File: src/rtl/div_unit.sv
// RV32 integer divide unit (DIV, DIVU, REM, REMU).
// Restoring radix-2 divider on operand magnitudes: 32 iterations in CALC,
// then sign correction in FIX. Divide-by-zero and signed overflow bypass
// the iterations and go straight to DONE with the architectural result.
// The result is held in a register so it is stable for the whole DONE cycle.
module div_unit (
    input  logic        CLK,
    input  logic        RST_X,
    input  logic        start,
    input  logic [1:0]  op,
    input  logic [4:0]  rd_in,
    input  logic [31:0] dividend,
    input  logic [31:0] divisor,
    output logic        busy,
    output logic        done,
    output logic        we,
    output logic [4:0]  rd,
    output logic [31:0] wd
);

    typedef enum logic [1:0] {
        IDLE = 2'd0,
        CALC = 2'd1,
        FIX  = 2'd2,
        DONE = 2'd3
    } state_t;

    state_t      state_q, state_d;
    logic [4:0]  cnt_q, cnt_d;
    logic [31:0] rem_q, rem_d;
    logic [31:0] quo_q, quo_d;
    logic [31:0] dvsr_q, dvsr_d;
    logic [31:0] wd_q, wd_d;
    logic [4:0]  rd_q, rd_d;
    logic        is_rem_q, is_rem_d;
    logic        neg_quo_q, neg_quo_d;
    logic        neg_rem_q, neg_rem_d;

    // Operand decode: op[0]=0 means signed, op[1]=1 means remainder.
    logic        op_signed;
    logic        op_rem;
    logic        a_neg;
    logic        b_neg;
    logic [31:0] a_mag;
    logic [31:0] b_mag;
    logic        div_zero;
    logic        sgn_ovf;
    logic [31:0] fast_res;

    // One restoring step: shift in next dividend bit, trial-subtract divisor.
    logic [32:0] shifted;
    logic [32:0] trial;

    // Sign-corrected results used in FIX.
    logic [31:0] quo_fix;
    logic [31:0] rem_fix;

    // Operand magnitudes, special-case detection and the per-iteration datapath.
    always_comb begin
        op_signed = ~op[0];
        op_rem    = op[1];
        a_neg     = op_signed & dividend[31];
        b_neg     = op_signed & divisor[31];
        a_mag     = a_neg ? (~dividend + 32'd1) : dividend;
        b_mag     = b_neg ? (~divisor + 32'd1) : divisor;
        div_zero  = (divisor == 32'd0);
        sgn_ovf   = op_signed && (dividend == 32'h8000_0000) && (divisor == 32'hFFFF_FFFF);
        if (div_zero) begin
            fast_res = op_rem ? dividend : 32'hFFFF_FFFF;
        end else begin
            fast_res = op_rem ? 32'd0 : 32'h8000_0000;
        end
        shifted = {rem_q, quo_q[31]};
        trial   = shifted - {1'b0, dvsr_q};
        quo_fix = neg_quo_q ? (~quo_q + 32'd1) : quo_q;
        rem_fix = neg_rem_q ? (~rem_q + 32'd1) : rem_q;
    end

    // Next-state and datapath next values; every _d defaults to its _q.
    always_comb begin
        state_d   = state_q;
        cnt_d     = cnt_q;
        rem_d     = rem_q;
        quo_d     = quo_q;
        dvsr_d    = dvsr_q;
        wd_d      = wd_q;
        rd_d      = rd_q;
        is_rem_d  = is_rem_q;
        neg_quo_d = neg_quo_q;
        neg_rem_d = neg_rem_q;
        case (state_q)
            IDLE: begin
                if (start) begin
                    rd_d      = rd_in;
                    is_rem_d  = op_rem;
                    neg_quo_d = a_neg ^ b_neg;
                    neg_rem_d = a_neg;
                    cnt_d     = 5'd0;
                    rem_d     = 32'd0;
                    quo_d     = a_mag;
                    dvsr_d    = b_mag;
                    if (div_zero || sgn_ovf) begin
                        wd_d    = fast_res;
                        state_d = DONE;
                    end else begin
                        state_d = CALC;
                    end
                end
            end
            CALC: begin
                // Dividend bits shift out of quo_q's top as quotient bits shift in.
                if (!trial[32]) begin
                    rem_d = trial[31:0];
                    quo_d = {quo_q[30:0], 1'b1};
                end else begin
                    rem_d = shifted[31:0];
                    quo_d = {quo_q[30:0], 1'b0};
                end
                cnt_d = cnt_q + 5'd1;
                if (cnt_q == 5'd31) begin
                    state_d = FIX;
                end
            end
            FIX: begin
                wd_d    = is_rem_q ? rem_fix : quo_fix;
                state_d = DONE;
            end
            DONE: begin
                state_d = IDLE;
            end
            default: begin
                state_d = IDLE;
            end
        endcase
    end

    // State register; reset aborts any operation in flight.
    always_ff @(posedge CLK) begin
        if (!RST_X) begin
            state_q <= IDLE;
        end else begin
            state_q <= state_d;
        end
    end

    // Datapath and captured-request registers.
    always_ff @(posedge CLK) begin
        if (!RST_X) begin
            cnt_q     <= 5'd0;
            rem_q     <= 32'd0;
            quo_q     <= 32'd0;
            dvsr_q    <= 32'd0;
            wd_q      <= 32'd0;
            rd_q      <= 5'd0;
            is_rem_q  <= 1'b0;
            neg_quo_q <= 1'b0;
            neg_rem_q <= 1'b0;
        end else begin
            cnt_q     <= cnt_d;
            rem_q     <= rem_d;
            quo_q     <= quo_d;
            dvsr_q    <= dvsr_d;
            wd_q      <= wd_d;
            rd_q      <= rd_d;
            is_rem_q  <= is_rem_d;
            neg_quo_q <= neg_quo_d;
            neg_rem_q <= neg_rem_d;
        end
    end

    assign busy = (state_q != IDLE);
    assign done = (state_q == DONE);
    assign we   = done & (|rd_q);
    assign rd   = rd_q;
    assign wd   = wd_q;

endmodule

File: config.mk
export PLATFORM = sky130hd
export DESIGN_NAME = div_unit
export DESIGN_NICKNAME = d
export VERILOG_FILES = /design/src/rtl/div_unit.sv
export SDC_FILE = /design/constraint.sdc
export NUM_CORES = 1
export LEC_CHECK = 0
export BUFFER_PORTS_ARGS = -buffer_cell sky130_fd_sc_hd__clkbuf_2
export CORE_UTILIZATION = 60
export DETAILED_ROUTE_END_ITERATION = 10
export HOLD_SLACK_MARGIN = 0.15
export PLACE_DENSITY = 0.81
export SLEW_MARGIN = 40
export SYNTH_ARGS = -nofsm -noshare
export SYNTH_HDL_FRONTEND = slang
export SYNTH_SLANG_ARGS = --single-unit
File: constraint.sdc
create_clock -name CLK -period 3.95 [get_ports CLK]
set_clock_uncertainty 0.1 [all_clocks]
set_input_delay 0.1975 -clock CLK [delete_from_list [all_inputs] [get_ports CLK]]
set_output_delay 0.1975 -clock CLK [all_outputs]
set_load 0.005 [all_outputs]
### Word-level counts from Yosys, hierarchy flattened

Cells that the tools add are included.

* reduce and logical (&&, ||, !) cells: 13
* equality and inequality tests: 9
* bitwise gates (word level): 9
* add/sub/neg operators: 6
* multiplexer cells: 23

Operators with widths (number)
* 32-bit two-way mux: 13
* 32-bit case mux with 2 select lines: 3
* 32-bit by 1-bit adder with 32-bit output, second input constant: 4
* 32-bit inverter: 4
* 32-bit == test, second input constant: 2
* 33-bit by 32-bit subtractor with 33-bit output: 1
* 32-bit logical NOT: 1
* 5-bit case mux with 2 select lines: 1
* 2-bit case mux with 4 select lines: 1
* 2-bit two-way mux: 3
* 2-bit inequality test, second input constant: 3
* 2-bit AND reduction: 3
* 2-bit nonzero test: 3
* 5-bit by 1-bit adder with 5-bit output, second input constant: 1
* 5-bit == test, second input constant: 1
* 5-bit two-way mux: 1
* 5-bit OR reduction: 1
* 2-bit == test, second input constant: 2
* 1-bit AND: 3
* 3-bit AND reduction: 1
* 2-bit by 1-bit == test with 1-bit output, second input constant: 1
* 1-bit logical AND: 2
* 2-bit logical NOT: 1
* 1-bit logical OR: 1
* other kinds (3): 3

* register bits: 143
* logic and storage cells: 70
* output and inout bits: 40

### Depth between registers and ports, before layout

* word-level depth: 7
* gate-level depth with buffers: 14

### Worst setup path before layout

No wires, ideal clock.

* path kind: reg-to-reg
* start: register quo_q[31]
* end: register rem_q[17]
* cell stages (with the launch flop): 15
* path buffers: 2
* library setup time: 0.129 ns
* arrival time: 3.198 ns
* path slack: 0.523 ns
* cells stage by stage: dfxtp_1 > inv_1 > ha_1 > fa_1 > nor2b_1 > o211ai_1 > a32oi_2 > a31oi_1 > o41ai_2 > o21ai_1 > a311oi_1 > buf_2 > buf_4 > mux2i_1 > o21ai_0

* longest elaborated chain between the ends: 3

RTL lines
* from (decl): RTL line 31 `logic [31:0] quo_q, quo_d;`
* from (signal assigned): RTL line 161 `quo_q <= quo_d;`
* 33-bit by 32-bit subtractor with 33-bit output: RTL line 74 `trial = shifted - {1'b0, dvsr_q};`
* 32-bit two-way mux: RTL line 112 `if (!trial[32]) begin`
* 32-bit case mux with 2 select lines: RTL line 91 `case (state_q)`
* to (signal assigned): RTL line 160 `rem_q <= rem_d;`
* to (decl): RTL line 30 `logic [31:0] rem_q, rem_d;`

Every way passes these cells.
A chain may end at the register's enable or synchronous reset.

### Worst setup path after layout

* start: input divisor[2]
* end: register wd_q[18] (netlist: wd[18])

* longest elaborated chain between the ends: 5
* elaborated cells on any way between the ends: 10

RTL lines
* from (decl): RTL line 13 `input logic [31:0] divisor,`
* 32-bit logical NOT or 32-bit == test (tied branches): RTL line 66, 67
* 32-bit two-way mux or 1-bit logical AND (tied branches): RTL line 68, 67
* 32-bit two-way mux or 1-bit logical OR (tied branches): RTL line 102 `if (div_zero || sgn_ovf) begin`
* 32-bit two-way mux or 2-bit inequality test (tied branches)
* 32-bit case mux with 2 select lines or 3-bit AND reduction (tied branches)
* to (signal assigned): RTL line 163 `wd_q <= wd_d;`
* to (decl): RTL line 33 `logic [31:0] wd_q, wd_d;`

Parallel ways exist; a longest one is shown, timed or not. The select of a mux whose other input is x is not followed.

==> summary.txt <==
Logic synthesis
  – Seq/Total Area, Yosys: 26.7%
  – Syn Nets: 1567
  – Cell variety after synth: 68
  – Post-synth EDFFs: 0
  – Post-synth ARST share: 0%
  – Syn Inst Count: 1449
  – Ys flop type: dfxtp_1
  – Cell area after synthesis: 10700 um2
  – Syn_area_per_cell: 7.40 um2
  – FF+latch count, synth: 143
  – Yosys warnings: 0

STA
  – Fin crit share: 98.7%
  – Final Slew Violations: 0
  – Fmax: 257 MHz
  – RSZ-0062 raised after global routing: true
  – Total Neg Setup Slack: 0 ps
  – Final setup fails: 0
  – Hold WS: 160 ps
  – Worst-Margin Slew: 742 ps
  – Final hold viol count: 0
  – Slew margin rel.: 49.2%
  – Tmin final: 3900 ps

Layout
  – Antenna diodes: 0
  – Area of the multi-input gates: 7320 um2
  – Post-route cell area: 12600 um2
  – Syn-to-layout area delta: 17.8%
  – Layout Nets: 1699
  – Fillers: 1367
  – Register area: 2870 um2
  – Layout cells sized above 1: 12.7%
  – Finished Layout Cells: 1818

Power
  – Peak supply drop: 0.546 mV
  – Static Leakage: 5.27 nW
  – P per Cell Area: 489 nW/um2
  – Overall power: 6.18 mW

Run status
  – Outcome: complete, no violations

Die
  – Initial Util: 61.8%
  – Core area: 17400 um2
  – Chip Width: 136 um
  – Die height: 136 um
  – Number of I/O pins: 114
  – Number of cell rows: 48
  – Die area: 18400 um2

Worst hold path
  – Hold Crit Class: primary input to register

Placement
  – Placed Cells: 1727
  – Placer Congestion: 0.940
  – Number of port buffers: 113
  – HPWL after DPL: 22.5 mm
  – Dpl cell area: 11400 um2

Drt
  – Avg WL per Cell: 18.1 um
  – Routed wire length: 33.0 mm
  – Vias: 11440
  – Initial DRC count: 1459
  – Via density: 6.29
  – Post-route DRC: 0
  – DRT Pass-1 Iters: 8
  – Antenna viol nets, final: 0

GRT
  – Total grt overflow: 0
  – Antenna violations before repair: 0
  – Largest net degree at the start of global routing: 72
  – Vias in the first global route: 10327
  – Total track usage: 36.1%
  – First-pass GRT wire length: 52.7 mm

Worst setup path
  – WP data required: 4220 ps
  – CP arrival: 4170 ps
  – Worst-path maximum fanout: 22
  – Crit. End Element: register
  – Worst setup SP type: primary input
  – Worst setup path class: primary input to register

Clock network
  – Clock sinks: 143
  – Root buf cell: clkbuf_16
  – H-tree levels: 4
  – CTS tree: built
  – CTS buffer count: 17
  – Clk pin slew, worst setup/hold paths: 60 ps
  – Clk_lat worst skew: 430 ps
  – Max Buffers Root-to-Sink: 2

Flow run
  – Max cap viols: 0
==> logic make-up (layout without fill, tap and decap cells) <==
logic type,Yosys count,after routing,synth area share [%]
fa+ha+maj,44,44,5.21
mux,34,34,3.19
xor+xnor,140,140,11.4
flops,143,143,26.7
compound gates,447,447,26.5
simple gates,495,495,21.5
buf+inv,146,290,5.50
==> cell usage in the layout, fill, tap and decap left out, types with 8 or more instances in the layout <==
| master | instances |
|---|---|
| nand2_1 | 220 |
| dfxtp_1 | 141 |
| o21ai_0 | 126 |
| nor2_1 | 117 |
| clkbuf_2 | 113 |
| a21oi_1 | 108 |
| xnor2_1 | 82 |
| inv_1 | 64 |
| dlygate4sd3_1 | 59 |
| xor2_1 | 58 |
| ha_1 | 42 |
| a211oi_1 | 34 |
| o31ai_1 | 34 |
| mux2i_1 | 33 |
| nor3_1 | 23 |
| buf_4 | 20 |
| or4_1 | 19 |
| nand3_1 | 17 |
| o211ai_1 | 17 |
| clkbuf_16 | 17 |
| o41ai_1 | 16 |
| or3_1 | 15 |
| nand2b_1 | 13 |
| o21ai_1 | 13 |
| a21o_1 | 13 |
| nand4_1 | 12 |
| nor4_1 | 10 |
| a31oi_1 | 10 |
| o221ai_1 | 9 |
| and3_1 | 8 |
| or2_2 | 8 |
| and2_1 | 8 |
| o311ai_0 | 8 |
==> worst max-delay path, cell delays in order <==
cell	delay, ps
dlygate4sd3_1	560
clkbuf_2	170
nor4_1	570
nor4b_4	440
nand4b_2	230
or4_1	540
o21ai_4	130
a21o_1	220
buf_4	280
o21ai_0	110
a31oi_1	150
dlygate4sd3_1	560
==> area by class of cell <==
class / count / share of cell area, %
Timing Repair Buffer: 194 / 10.6
Tap cell: 225 / 2.23
Inverter: 65 / 1.93
Sequential cell: 143 / 22.7
Clock buffer: 23 / 3.94
Clock inverter: 8 / 0.634
Multi-Input combinational cell: 1160 / 58.0
==> repair_timing <==
action | CTS | global route
endpoints found under the hold margin | 56 | 0
hold buffers | 59 | 0
resized for setup | 0 | 3
setup endpoints to repair | 0 | 32
setup buffers | 0 | 1
==> routing by layer <==
layer | GRT usage (%) | vias to the layer above | wire (um)
li1 | - | 5442 | -
met5 | 0 | - | 0
met4 | 14.9 | 0 | 1080
met1 | 48.0 | 5323 | 14200
met3 | 5.91 | 102 | 2500
met2 | 57.7 | 573 | 15200
==> where the power goes <==
part           internal [mW]  total (mW)  switching, mW
logic                  0.972        2.63           1.66
registers               1.68        1.94          0.262
clock network          0.948        1.60          0.655
total                   3.60        6.18           2.58
==> cell usage after synthesis, types with 10 or more instances <==
| library cell | number | area (um2) |
|---|---|---|
| a31oi_1 | 10 | 62.6 |
| a21o_1 | 13 | 97.6 |
| a211oi_1 | 34 | 255 |
| xnor2_1 | 82 | 718 |
| or3_1 | 15 | 93.8 |
| mux2i_1 | 33 | 330 |
| nand2_1 | 220 | 826 |
| o211ai_1 | 17 | 128 |
| nor2_1 | 118 | 443 |
| a21oi_1 | 109 | 546 |
| ha_1 | 43 | 538 |
| nor4_1 | 11 | 68.8 |
| nor3_1 | 23 | 115 |
| o31ai_1 | 34 | 255 |
| o41ai_1 | 16 | 140 |
| nand2b_1 | 13 | 81.3 |
| xor2_1 | 58 | 508 |
| nand3_1 | 17 | 85.1 |
| inv_1 | 64 | 240 |
| nand4_1 | 12 | 75.1 |
| o21ai_1 | 13 | 65.1 |
| or4_1 | 19 | 143 |
| dfxtp_1 | 143 | 2860 |
| o21ai_0 | 126 | 631 |
| clkbuf_1 | 66 | 248 |
==> state kept, by name (all words and copies together) (netlist names) <==
| signal | flops |
|---|---|
| wd | 32 |
| quo_q | 32 |
| is_rem_q | 1 |
| neg_quo_q | 1 |
| rem_q | 32 |
| cnt_q | 5 |
| rd | 5 |
| state_q | 2 |
| neg_rem_q | 1 |
| dvsr_q | 32 |
==> path summary, 6_finish.rpt <==
check | start | to | slack (ps) | depth (start not counted)
hold / removal | divisor[26] | dvsr_q[27] | 160 | 4
setup reg to reg | quo_q[31] | rem_q[6] | 230 | 14
hold reg to reg | wd[22] | wd[22] | 360 | 2
setup / recovery | divisor[2] | wd[18] | 50 | 12
==> metrics by stage <==
stage	util, %	setup WS (ps)
2_1_floorplan	-	523
3_3_place_gp	65.8	255
3_5_place_dp	65.9	122
4_1_cts	72.6	2.11
5_1_grt	72.7	-68.4
6_report	72.7	52.9
Note: power is estimated with default switching activity, not from simulation.
